==> src/rtl/vga_scan_engine_if.sv <==
// Framebuffer read bus and VGA DAC pins of the raster engine, grouped as one bundle.
// There is no handshake: the engine issues one read per pixel strobe and never stalls.
interface vga_scan_engine_if #(
    parameter int ADDR_W = 15
);
    logic [ADDR_W-1:0] FB_ADDR;
    logic [8:0]        FB_RDATA;
    logic [7:0]        VGA_R;
    logic [7:0]        VGA_G;
    logic [7:0]        VGA_B;
    logic              VGA_HS;
    logic              VGA_VS;
    logic              VGA_BLANK_N;
    logic              PIX_EN;
    logic              FRAME_START;

    modport master (
        output FB_ADDR, VGA_R, VGA_G, VGA_B, VGA_HS, VGA_VS, VGA_BLANK_N, PIX_EN, FRAME_START,
        input  FB_RDATA
    );

    modport slave (
        input  FB_ADDR, VGA_R, VGA_G, VGA_B, VGA_HS, VGA_VS, VGA_BLANK_N, PIX_EN, FRAME_START,
        output FB_RDATA
    );
endinterface

==> src/rtl/vga_scan_engine.sv <==
// VGA raster engine: programmable sync timing, pixel-replicated 9-bit framebuffer scan,
// and a sync/blank delay line matched to the framebuffer read latency.
module vga_scan_engine #(
    parameter int H_ACTIVE    = 640,
    parameter int H_FP        = 16,
    parameter int H_SYNC      = 96,
    parameter int H_BP        = 48,
    parameter int V_ACTIVE    = 480,
    parameter int V_FP        = 10,
    parameter int V_SYNC      = 2,
    parameter int V_BP        = 33,
    parameter bit HS_POL      = 1'b0,
    parameter bit VS_POL      = 1'b0,
    parameter int CLK_DIV     = 2,
    parameter int SCALE_SHIFT = 2,
    parameter int RD_LAT      = 1,
    parameter int ADDR_W      = 15
) (
    input  logic              CLK,
    input  logic              RST,
    vga_scan_engine_if.master vga
);
    localparam int H_TOTAL = H_ACTIVE + H_FP + H_SYNC + H_BP;
    localparam int V_TOTAL = V_ACTIVE + V_FP + V_SYNC + V_BP;
    localparam int HW      = $clog2(H_TOTAL);
    localparam int VW      = $clog2(V_TOTAL);
    localparam int DW      = (CLK_DIV > 1) ? $clog2(CLK_DIV) : 1;
    localparam int FB_W    = H_ACTIVE >> SCALE_SHIFT;

    logic [DW-1:0]     div_q, div_d;
    logic [HW-1:0]     h_q, h_d;
    logic [VW-1:0]     v_q, v_d;
    logic              pix_q, pix_d;
    logic              fs_q, fs_d;
    logic [ADDR_W-1:0] fb_addr_q, fb_addr_d;
    logic [7:0]        r_q, r_d, g_q, g_d, b_q, b_d;
    logic              hs_q, hs_d, vs_q, vs_d, blank_n_q, blank_n_d;
    logic [2:0]        dec0;
    logic [2:0]        tap;
    logic              nxt_active;

    function automatic logic [7:0] expand(input logic [2:0] c);
        return {c, c, c[2:1]};
    endfunction

    // Stage-0 decode of the current raster position: {active, hs_act, vs_act}.
    assign dec0 = {(int'(h_q) < H_ACTIVE) && (int'(v_q) < V_ACTIVE),
                   (int'(h_q) >= H_ACTIVE + H_FP) && (int'(h_q) < H_ACTIVE + H_FP + H_SYNC),
                   (int'(v_q) >= V_ACTIVE + V_FP) && (int'(v_q) < V_ACTIVE + V_FP + V_SYNC)};

    generate
        if (RD_LAT == 0) begin : g_no_delay
            assign tap = dec0;
        end else begin : g_delay
            logic [2:0] sh_q [RD_LAT];
            always_ff @(posedge CLK) begin
                if (RST) begin
                    for (int i = 0; i < RD_LAT; i++) sh_q[i] <= 3'b000;
                end else if (pix_q) begin
                    sh_q[0] <= dec0;
                    for (int i = 1; i < RD_LAT; i++) sh_q[i] <= sh_q[i-1];
                end
            end
            assign tap = sh_q[RD_LAT-1];
        end
    endgenerate

    always_comb begin
        div_d     = (div_q == DW'(CLK_DIV - 1)) ? '0 : div_q + DW'(1);
        h_d       = h_q;
        v_d       = v_q;
        fb_addr_d = fb_addr_q;
        r_d       = r_q;
        g_d       = g_q;
        b_d       = b_q;
        hs_d      = hs_q;
        vs_d      = vs_q;
        blank_n_d = blank_n_q;

        if (pix_q) begin
            if (h_q == HW'(H_TOTAL - 1)) begin
                h_d = '0;
                v_d = (v_q == VW'(V_TOTAL - 1)) ? '0 : v_q + VW'(1);
            end else begin
                h_d = h_q + HW'(1);
            end
        end

        // Strobe and frame pulse are registered from next state so they line up with the counters.
        pix_d      = (div_d == DW'(CLK_DIV - 1));
        fs_d       = pix_d && (h_d == HW'(H_TOTAL - 1)) && (v_d == VW'(V_TOTAL - 1));
        nxt_active = (int'(h_d) < H_ACTIVE) && (int'(v_d) < V_ACTIVE);

        // Modular arithmetic: the low ADDR_W bits equal the truncated full-width product.
        if (pix_q && nxt_active) begin
            fb_addr_d = ADDR_W'(int'(v_d) >> SCALE_SHIFT) * ADDR_W'(FB_W)
                      + ADDR_W'(int'(h_d) >> SCALE_SHIFT);
        end

        if (pix_q) begin
            blank_n_d = tap[2];
            hs_d      = tap[1] ? HS_POL : ~HS_POL;
            vs_d      = tap[0] ? VS_POL : ~VS_POL;
            r_d       = tap[2] ? expand(vga.FB_RDATA[8:6]) : 8'd0;
            g_d       = tap[2] ? expand(vga.FB_RDATA[5:3]) : 8'd0;
            b_d       = tap[2] ? expand(vga.FB_RDATA[2:0]) : 8'd0;
        end
    end

    always_ff @(posedge CLK) begin
        if (RST) begin
            div_q     <= '0;
            h_q       <= '0;
            v_q       <= '0;
            pix_q     <= 1'b0;
            fs_q      <= 1'b0;
            fb_addr_q <= '0;
            r_q       <= 8'd0;
            g_q       <= 8'd0;
            b_q       <= 8'd0;
            hs_q      <= ~HS_POL;
            vs_q      <= ~VS_POL;
            blank_n_q <= 1'b0;
        end else begin
            div_q     <= div_d;
            h_q       <= h_d;
            v_q       <= v_d;
            pix_q     <= pix_d;
            fs_q      <= fs_d;
            fb_addr_q <= fb_addr_d;
            r_q       <= r_d;
            g_q       <= g_d;
            b_q       <= b_d;
            hs_q      <= hs_d;
            vs_q      <= vs_d;
            blank_n_q <= blank_n_d;
        end
    end

    assign vga.FB_ADDR     = fb_addr_q;
    assign vga.VGA_R       = r_q;
    assign vga.VGA_G       = g_q;
    assign vga.VGA_B       = b_q;
    assign vga.VGA_HS      = hs_q;
    assign vga.VGA_VS      = vs_q;
    assign vga.VGA_BLANK_N = blank_n_q;
    assign vga.PIX_EN      = pix_q;
    assign vga.FRAME_START = fs_q;
endmodule

==> src/flat_wrapper.sv <==
// flat-port wrapper written by rule: the top's interface ports become plain ports
module vga_scan_engine_flat 
#(
    parameter int H_ACTIVE    = 640,
    parameter int H_FP        = 16,
    parameter int H_SYNC      = 96,
    parameter int H_BP        = 48,
    parameter int V_ACTIVE    = 480,
    parameter int V_FP        = 10,
    parameter int V_SYNC      = 2,
    parameter int V_BP        = 33,
    parameter bit HS_POL      = 1'b0,
    parameter bit VS_POL      = 1'b0,
    parameter int CLK_DIV     = 2,
    parameter int SCALE_SHIFT = 2,
    parameter int RD_LAT      = 1,
    parameter int ADDR_W      = 15
)
  (CLK, RST, vga_FB_ADDR, vga_VGA_R, vga_VGA_G, vga_VGA_B, vga_VGA_HS, vga_VGA_VS, vga_VGA_BLANK_N, vga_PIX_EN, vga_FRAME_START, vga_FB_RDATA);
  vga_scan_engine_if #(.ADDR_W(ADDR_W)) vga_i ();
  input  logic CLK;
  input  logic RST;
  output wire logic [$bits(vga_i.FB_ADDR)-1:0] vga_FB_ADDR;
  output wire logic [$bits(vga_i.VGA_R)-1:0] vga_VGA_R;
  output wire logic [$bits(vga_i.VGA_G)-1:0] vga_VGA_G;
  output wire logic [$bits(vga_i.VGA_B)-1:0] vga_VGA_B;
  output wire logic [$bits(vga_i.VGA_HS)-1:0] vga_VGA_HS;
  output wire logic [$bits(vga_i.VGA_VS)-1:0] vga_VGA_VS;
  output wire logic [$bits(vga_i.VGA_BLANK_N)-1:0] vga_VGA_BLANK_N;
  output wire logic [$bits(vga_i.PIX_EN)-1:0] vga_PIX_EN;
  output wire logic [$bits(vga_i.FRAME_START)-1:0] vga_FRAME_START;
  input wire logic [$bits(vga_i.FB_RDATA)-1:0] vga_FB_RDATA;
  assign vga_FB_ADDR = vga_i.FB_ADDR;
  assign vga_VGA_R = vga_i.VGA_R;
  assign vga_VGA_G = vga_i.VGA_G;
  assign vga_VGA_B = vga_i.VGA_B;
  assign vga_VGA_HS = vga_i.VGA_HS;
  assign vga_VGA_VS = vga_i.VGA_VS;
  assign vga_VGA_BLANK_N = vga_i.VGA_BLANK_N;
  assign vga_PIX_EN = vga_i.PIX_EN;
  assign vga_FRAME_START = vga_i.FRAME_START;
  assign vga_i.FB_RDATA = vga_FB_RDATA;
  vga_scan_engine #(.H_ACTIVE(H_ACTIVE), .H_FP(H_FP), .H_SYNC(H_SYNC), .H_BP(H_BP), .V_ACTIVE(V_ACTIVE), .V_FP(V_FP), .V_SYNC(V_SYNC), .V_BP(V_BP), .HS_POL(HS_POL), .VS_POL(VS_POL), .CLK_DIV(CLK_DIV), .SCALE_SHIFT(SCALE_SHIFT), .RD_LAT(RD_LAT), .ADDR_W(ADDR_W)) u_core (.CLK(CLK), .RST(RST), .vga(vga_i));
endmodule
==> config.mk <==
export PLATFORM = sky130hd
export DESIGN_NAME = vga_scan_engine_flat
export DESIGN_NICKNAME = d
export VERILOG_FILES = /design/src/rtl/vga_scan_engine_if.sv /design/src/rtl/vga_scan_engine.sv /design/src/flat_wrapper.sv
export SDC_FILE = /design/constraint.sdc
export NUM_CORES = 1
export LEC_CHECK = 0
export ABC_CLOCK_PERIOD_IN_PS = 8200
export CAP_MARGIN = 20
export CORE_MARGIN = 2
export CORE_UTILIZATION = 32
export DETAILED_ROUTE_END_ITERATION = 10
export SYNTH_ARGS = -nofsm -noshare
export SYNTH_HDL_FRONTEND = slang
export SYNTH_SLANG_ARGS = --single-unit
==> constraint.sdc <==
create_clock -name CLK -period 8.2 [get_ports CLK]
set_clock_uncertainty 0.05 [all_clocks]
set_input_delay 1.64 -clock CLK [delete_from_list [all_inputs] [get_ports CLK]]
set_output_delay 1.64 -clock CLK [all_outputs]
set_load 0.1 [all_outputs]
==> results.yml, run 1 <==
hold_path:
  min_path_type: "reg -> reg"
  holdCritStartpoint: "u_core.vga.FB_ADDR[10]$_SDFFE_PP0P_"
  hold_depth: 2
floorplanning:
  die_w_um: 103.8
  rows: 36
  die_y_um: 103.8
  die_area_mm2: 0.01077
  ios: 55
  core_mm2: 0.009729
  initial_core_util_pct: 32.74
routing:
  first_iter_violations: 141
  viasPerCell: 5.232
  drc: 0
  ant_nets: 0
  via_count: 2799
  drt-total-wl_mm: 7.581
  routedWlPerCell_um: 14.17
  dr.pass1.iters: 5
pwr:
  total_power_mw: 0.5172
  p_leak_nw: 1.459
  ir_worst_vdd_v: 0.00006220
  powerDensity_mw_per_mm2: 135.9
logic_synthesis:
  synthMuxAreaShare_pct: 3.024
  yosys.area_share.simple_pct: 25.77
  postSynth.asyncResetShare_pct: 0
  netlist_instances: 373
  synth-warning-count: 0
  synth-edff-count: 3
  syn_area_mm2: 0.003186
  ys_types: 58
  synth.ff_latch_count: 52
  syn_avg_cell_area_um2: 8.540
  synth_compound_area_share_pct: 15.79
  synth_xor_area_share_pct: 4.674
  synth_fa_ha_area_share_pct: 8.720
  seq_area_frac_synth_pct: 33.62
  syn-num-nets: 405
  synth-main-ff-cell: "dfxtp_1"
  synth_top_family_by_area: "simple AND/OR/NAND/NOR gates"
worst_setup_path:
  rr_worst_depth: 12
  cp_num_buf_inv: 3
  crit_chain: "inv_1 > nor4_2 > o21ai_0 > a21oi_2 > inv_1 > ha_1 > ha_1 > inv_1 > or4_1 > a311oi_1 > a31oi_1 > a311oi_1"
  worstReg2RegStart: "u_core.div_q$_SDFF_PP0_"
  critPathMaxStageDelay_ns: 0.74
  crit_type: "reg -> reg"
  cp.arrival_ns: 5.17
  end_kind: "flop"
  crit_path_start_kind: "flop"
  cp_max_fo: 19
  critPathTopFamily: "compound AO/OA/AOI/OAI gates"
  startpoint: "u_core.div_q$_SDFF_PP0_"
  required_ns: 8.37
  crit_slowest_cell: "nor4_2"
  path_depth: 12
  crit_top_cell: "inv_1"
layout:
  multi_input_area_mm2: 0.001847
  fill_cells: 1036
  drive_above_1_share_pct: 6.965
  fin_nets: 433
  area_growth_pct: 19.48
  ff_latch_area_mm2: 0.001071
  antenna_cells: 0
timing:
  finalSetupViolations: 0
  worstMarginPinSlew_ns: 0.9792
  period_share_pct: 61.01
  setup_ws_ns: 3.197
  relSlewSlack_pct: 34.51
  hold_violations: 0
  fin_crit_ns: 5.003
  max_freq_ghz: 0.1999
  finalSetupTns_ns: 0
  rsz0062_at_grt: "false"
  slew_violations: 0
clocking:
  htree_num_levels: 2
  cts_tree: "yes"
  cts-resized-gates: 0
  hold_buffers: 0
  postCtsSetupBuffers: 0
  root_buffer: "clkbuf_8"
  cts_sinks: 52
  clk_pin_slew_ns: 0.10
  cts_max_path_buffers: 2
  clk_latency_ns: 0.31
  cts_buffers: 5
place:
  dp_slack_ns: 3.296
  dp_hpwl_mm: 5.426
  globalplace.congestion: 0.9172
  numPortBuffers: 54
run_status:
  outcome: "complete, no violations"
run:
  max_cap_viol_count: 0
global_routing:
  grt_max_degree: 44
  grt.total_usage_pct: 14.19
  overflow: 0
  antenna_found_initial: 0
  grt_pass1_vias: 2637
  grt_pass1_wl_mm: 12.79
## final cells by class
cell class / instances / area share (%)
inverters: 18 / 1.775
clock inverters: 2 / 0.3287
well taps: 133 / 4.372
clock buffers: 6 / 2.465
multi-input cells: 269 / 48.52
repair buffers: 55 / 14.40
flip-flops and latches: 52 / 28.14
## worst reg2reg max path, cell delays in order (launching register included)
cell and delay [ns]:
dfxtp_1 0.71, inv_1 0.38, nor4_2 0.74, o21ai_0 0.25, a21oi_2 0.55, inv_1 0.23, ha_1 0.34, ha_1 0.44
inv_1 0.10, or4_1 0.52, a311oi_1 0.27, a31oi_1 0.07, a311oi_1 0.27
## per-layer routing
layer | part of all wire, % | vias to the layer above | global-route usage (%)
met2 | 44 | 117 | 22.61
li1 | - | 1383 | -
met1 | 48 | 1288 | 19.17
met5 | 0 | - | 0
met4 | 1.7 | 0 | 4.247
met3 | 6.6 | 11 | 3.210
## synthesized netlist by cell type (2+ instances only)
| cell type | number | area share (%) |
|---|---|---|
| or3_1 | 3 | 0.59 |
| buf_2 | 7 | 1.1 |
| o31ai_1 | 3 | 0.71 |
| xor2_1 | 11 | 3.0 |
| dfxtp_1 | 49 | 31 |
| nand4_1 | 13 | 2.6 |
| fa_1 | 2 | 1.3 |
| inv_1 | 18 | 2.1 |
| a211oi_1 | 4 | 0.94 |
| mux2_2 | 5 | 1.8 |
| a21o_1 | 4 | 0.94 |
| a22oi_1 | 10 | 2.4 |
| edfxtp_1 | 3 | 2.8 |
| o31a_1 | 3 | 0.82 |
| clkbuf_1 | 11 | 1.3 |
| a31oi_1 | 6 | 1.2 |
| nor3_1 | 7 | 1.1 |
| nor4_1 | 11 | 2.2 |
| ha_1 | 19 | 7.5 |
| nand3_1 | 13 | 2.0 |
| a311oi_1 | 4 | 1.1 |
| or2_2 | 3 | 0.59 |
| nor2b_1 | 5 | 0.98 |
| nor3_2 | 2 | 0.63 |
| buf_4 | 15 | 3.5 |
| nor2_1 | 42 | 4.9 |
| and2_1 | 4 | 0.79 |
| o21ai_0 | 13 | 2.0 |
| o211ai_1 | 2 | 0.47 |
| nand4b_1 | 3 | 0.82 |
| nand2b_1 | 3 | 0.59 |
| and3_1 | 3 | 0.59 |
| nand2_1 | 25 | 2.9 |
| a21oi_1 | 13 | 2.0 |
| or4_1 | 3 | 0.71 |
| xnor2_1 | 6 | 1.6 |
| mux2i_1 | 4 | 1.3 |
## metrics by stage
stage	cell area [um2]	cells	hold slack (ns)	utilization [%]
6_report	3806	535	0.4265	39.12
5_1_grt	3806	535	0.4672	39.12
2_1_floorplan	3186	373	0.4425	-
3_3_place_gp	3700	527	0.4138	38.03
3_5_place_dp	3700	527	0.4121	38.03
4_1_cts	3806	535	0.4376	39.12
## where the power goes
part	switching (mW)	total, mW	internal, mW
clock network	0.0870	0.165	0.0782
registers	0.00554	0.266	0.261
logic	0.0643	0.0857	0.0214
total	0.157	0.517	0.360
## final timing paths
kind	end	slack [ns]
min reg2reg	u_core.vga.FB_ADDR[10]$_SDFFE_PP0P_	0.43
max reg2reg	u_core.vga.FB_ADDR[14]$_SDFFE_PP0P_	3.20
min	u_core.vga.FB_ADDR[10]$_SDFFE_PP0P_	0.43
max	u_core.vga.FB_ADDR[14]$_SDFFE_PP0P_	3.20
## sequential cells by signal, indices dropped and copies added, names as in the netlist, 3 cells and up
| signal | count |
|---|---|
| u_core.g_delay.sh_q | 3 |
| u_core.h_q | 10 |
| u_core.v_q | 10 |
| u_core.vga.FB_ADDR | 15 |
| u_core.vga.VGA_B | 3 |
| u_core.vga.VGA_G | 3 |
| u_core.vga.VGA_R | 3 |
## kinds of logic (layout without fill, tap and decap cells)
kind of cell,count (synthesis),after routing
xor gates and xnor gates,17,17
and+or+nand+nor,149,149
muxes,9,9
adders and majority gates,21,21
AOI/OAI and AO/OA,73,73
DFF,52,52
buffers and inverters,52,81
## layout by cell type, fill, tap and decap left out, drive strengths merged, types with 14 or more instances in the layout
| cell type | netlist | final |
|---|---|---|
| nand2 | 25 | 25 |
| ha | 19 | 19 |
| nor2 | 42 | 42 |
| clkdlybuf4s50 | 0 | 54 |
| inv | 18 | 18 |
| dfxtp | 49 | 49 |
| nand3 | 14 | 14 |
| o21ai | 14 | 14 |
| a21oi | 14 | 14 |
(Power assumes the default switching activity.)
==> inputs of run 2 (changes only) <==
Settings changed: ABC_CLOCK_PERIOD_IN_PS 8200 to 5200.
Clock period 8.2 ns to 5.2 ns, I/O delays scaled along.
==> run 2 against run 1 <==
  * Utilization up 0.21 points
  * Sequential power grew 57%
  * Register-to-register slack worse by 2.5 ns
  * Via count down 0.68%
  * Worst hold slack improved by 0.0059 ns
  * Global-route usage is 0.081 points higher
  * Sequential share of layout area shrank 0.15 points
  * Die area unchanged
==> results.yml, run 2 (synthesized netlist as in run 1, its figures left out) <==
floorplanning:
  ios: 55
  core_mm2: 0.009729
  die_y_um: 103.8
  rows: 36
  die_area_mm2: 0.01077
  initial_core_util_pct: 32.74
  die_w_um: 103.8
routing:
  routedWlPerCell_um: 13.79
  dr.pass1.iters: 6
  ant_nets: 0
  via_count: 2780
  first_iter_violations: 88
  drt-total-wl_mm: 7.407
  viasPerCell: 5.177
  drc: 0
worst_setup_path:
  crit_top_cell: "ha_1"
  crit_chain: "ha_1 > nand3_1 > or4_1 > nor3b_2 > a21oi_1 > inv_1 > ha_1 > ha_1 > fa_1 > o211ai_1 > nor3b_1 > nand4_1 > o32a_1 > a31oi_1 > a311oi_1"
  crit_path_start_kind: "flop"
  timing.rr.end: "u_core.vga.FB_ADDR[14]$_SDFFE_PP0P_"
  crit_type: "reg -> reg"
  cp_max_fo: 7
  cp.arrival_ns: 4.68
  crit_slowest_cell: "or4_1"
  required_ns: 5.34
  rrSetupSlack_ns: 0.66
  end_kind: "flop"
  worstReg2RegStart: "u_core.h_q[0]$_SDFF_PP0_"
  critPathMaxStageDelay_ns: 0.70
  rr_worst_depth: 15
clocking:
  cts_buffers: 5
  hold_buffers: 0
  cts_tree: "yes"
  htree_num_levels: 2
  root_buffer: "clkbuf_8"
  postCtsSetupBuffers: 0
  cts_sinks: 52
  cts-resized-gates: 0
  clk_pin_slew_ns: 0.10
  cts_max_path_buffers: 2
  clk_latency_ns: 0.32
pwr:
  powerDensity_mw_per_mm2: 219.5
  sw_frac_of_total_pct: 29.97
  clkPwrFrac_pct: 33.9
  ir_worst_vdd_v: 0.0001033
  pwr-share-seq_pct: 49.7
  switching_power_mw: 0.2518
  p_leak_nw: 1.471
  share_comb_of_total_power_pct: 16.5
  intPower_mw: 0.5882
hold_path:
  holdCritStartpoint: "u_core.vga.VGA_VS$_SDFFE_PP1P_"
  hold_end: "u_core.vga.VGA_VS$_SDFFE_PP1P_"
  min_path_type: "reg -> reg"
  hold_depth: 2
global_routing:
  antenna_found_initial: 0
  grt.total_usage_pct: 14.27
  grt_max_degree: 43
  grt_pass1_vias: 2680
  grt_pass1_wl_mm: 12.84
  overflow: 0
layout:
  largest_reg_flops: 15
  fill_cells: 1005
  post-route-util_pct: 39.33
  area_growth_pct: 20.11
  fin_nets: 435
  antenna_cells: 0
  drive_above_1_share_pct: 7.426
  mostFrequentLayoutCell: "clkdlybuf4s50_1"
  mostFrequentLayoutCells: "clkdlybuf4s50_1, dfxtp_1, nor2_1"
timing:
  finalSetupViolations: 0
  relSlewSlack_pct: 34.29
  finalSetupTns_ns: 0
  slew_violations: 0
  hold_violations: 0
  rsz0062_at_grt: "false"
  max_freq_ghz: 0.2201
  worstMarginPinSlew_ns: 0.9826
  fin_crit_ns: 4.542
  period_share_pct: 87.36
run_status:
  outcome: "complete, no violations"
place:
  globalplace.congestion: 0.8483
  dp_hpwl_mm: 5.452
  numPortBuffers: 54
run:
  max_cap_viol_count: 0
run 2: cell count changes in the layout (fill, tap and decap cells not counted), sizes merged:
cell / change
buf: +2
bufinv: +1
clkbuf: -1
run 2: final cells by class:
type | count | area, um2 | area share (%)
clock inverters | 3 | 42.54 | 1.112
multi-input cells | 269 | 1847 | 48.27
flip-flops and latches | 52 | 1071 | 27.99
well taps | 133 | 166.4 | 4.349
repair buffers | 57 | 563.0 | 14.72
inverters | 18 | 67.56 | 1.766
clock buffers | 5 | 68.82 | 1.799
run 2: metrics by stage:
step	instance area, um2	total power [mW]	setup WS [ns]	hold slack (ns)	instances
6_report	3826	0.8400	0.6575	0.4324	537
5_1_grt	3826	0.8685	0.1937	0.4496	537
4_1_cts	3826	0.8526	0.6701	0.4357	537
3_5_place_dp	3715	0.5655	0.7082	0.4158	529
3_3_place_gp	3715	0.5644	0.7940	0.4075	529
2_1_floorplan	3186	0.5334	0.5782	0.4425	373
run 2: worst max-delay path, delay by kind of cell (launching register included):
kind,cells,cell delay [ns]
and+or+nand+nor,5,1.65
DFF,1,0.44
buffers and inverters,1,0.14
AOI/OAI and AO/OA,5,0.83
adders and majority gates,4,1.32
run 2: how the worst max path moves through the flow:
stage	start	endpoint	slack, ns	cells past startpoint
2_1_floorplan	u_core.div_q$_SDFF_PP0_	u_core.vga.FB_ADDR[14]$_SDFFE_PP0P_	0.58	15
3_3_place_gp	u_core.v_q[0]$_SDFF_PP0_	u_core.vga.FB_ADDR[14]$_SDFFE_PP0P_	0.79	14
3_5_place_dp	u_core.h_q[0]$_SDFF_PP0_	u_core.vga.FB_ADDR[14]$_SDFFE_PP0P_	0.71	15
4_1_cts	u_core.h_q[0]$_SDFF_PP0_	u_core.vga.FB_ADDR[14]$_SDFFE_PP0P_	0.67	15
5_1_grt	u_core.h_q[0]$_SDFF_PP0_	u_core.vga.FB_ADDR[14]$_SDFFE_PP0P_	0.19	15
6_report	u_core.h_q[0]$_SDFF_PP0_	u_core.vga.FB_ADDR[14]$_SDFFE_PP0P_	0.66	15
run 2: per-layer routing:
| layer | vias up | track usage (%) | share of wire, % |
|---|---|---|---|
| met5 | - | 0 | 0 |
| met4 | 0 | 3.764 | 1.2 |
| met3 | 7 | 3.524 | 5.4 |
| met2 | 81 | 23.51 | 45 |
| met1 | 1300 | 18.69 | 48 |
| li1 | 1392 | - | - |
run 2: power by group through the flow:
stage          combinational [mW]  clock, mW  sequential [mW]
2_1_floorplan              0.0591          0            0.474
6_report                    0.138      0.285            0.417
3_5_place_dp                0.139          0            0.426
5_1_grt                     0.145      0.305            0.419
3_3_place_gp                0.138          0            0.426
4_1_cts                     0.139      0.296            0.417
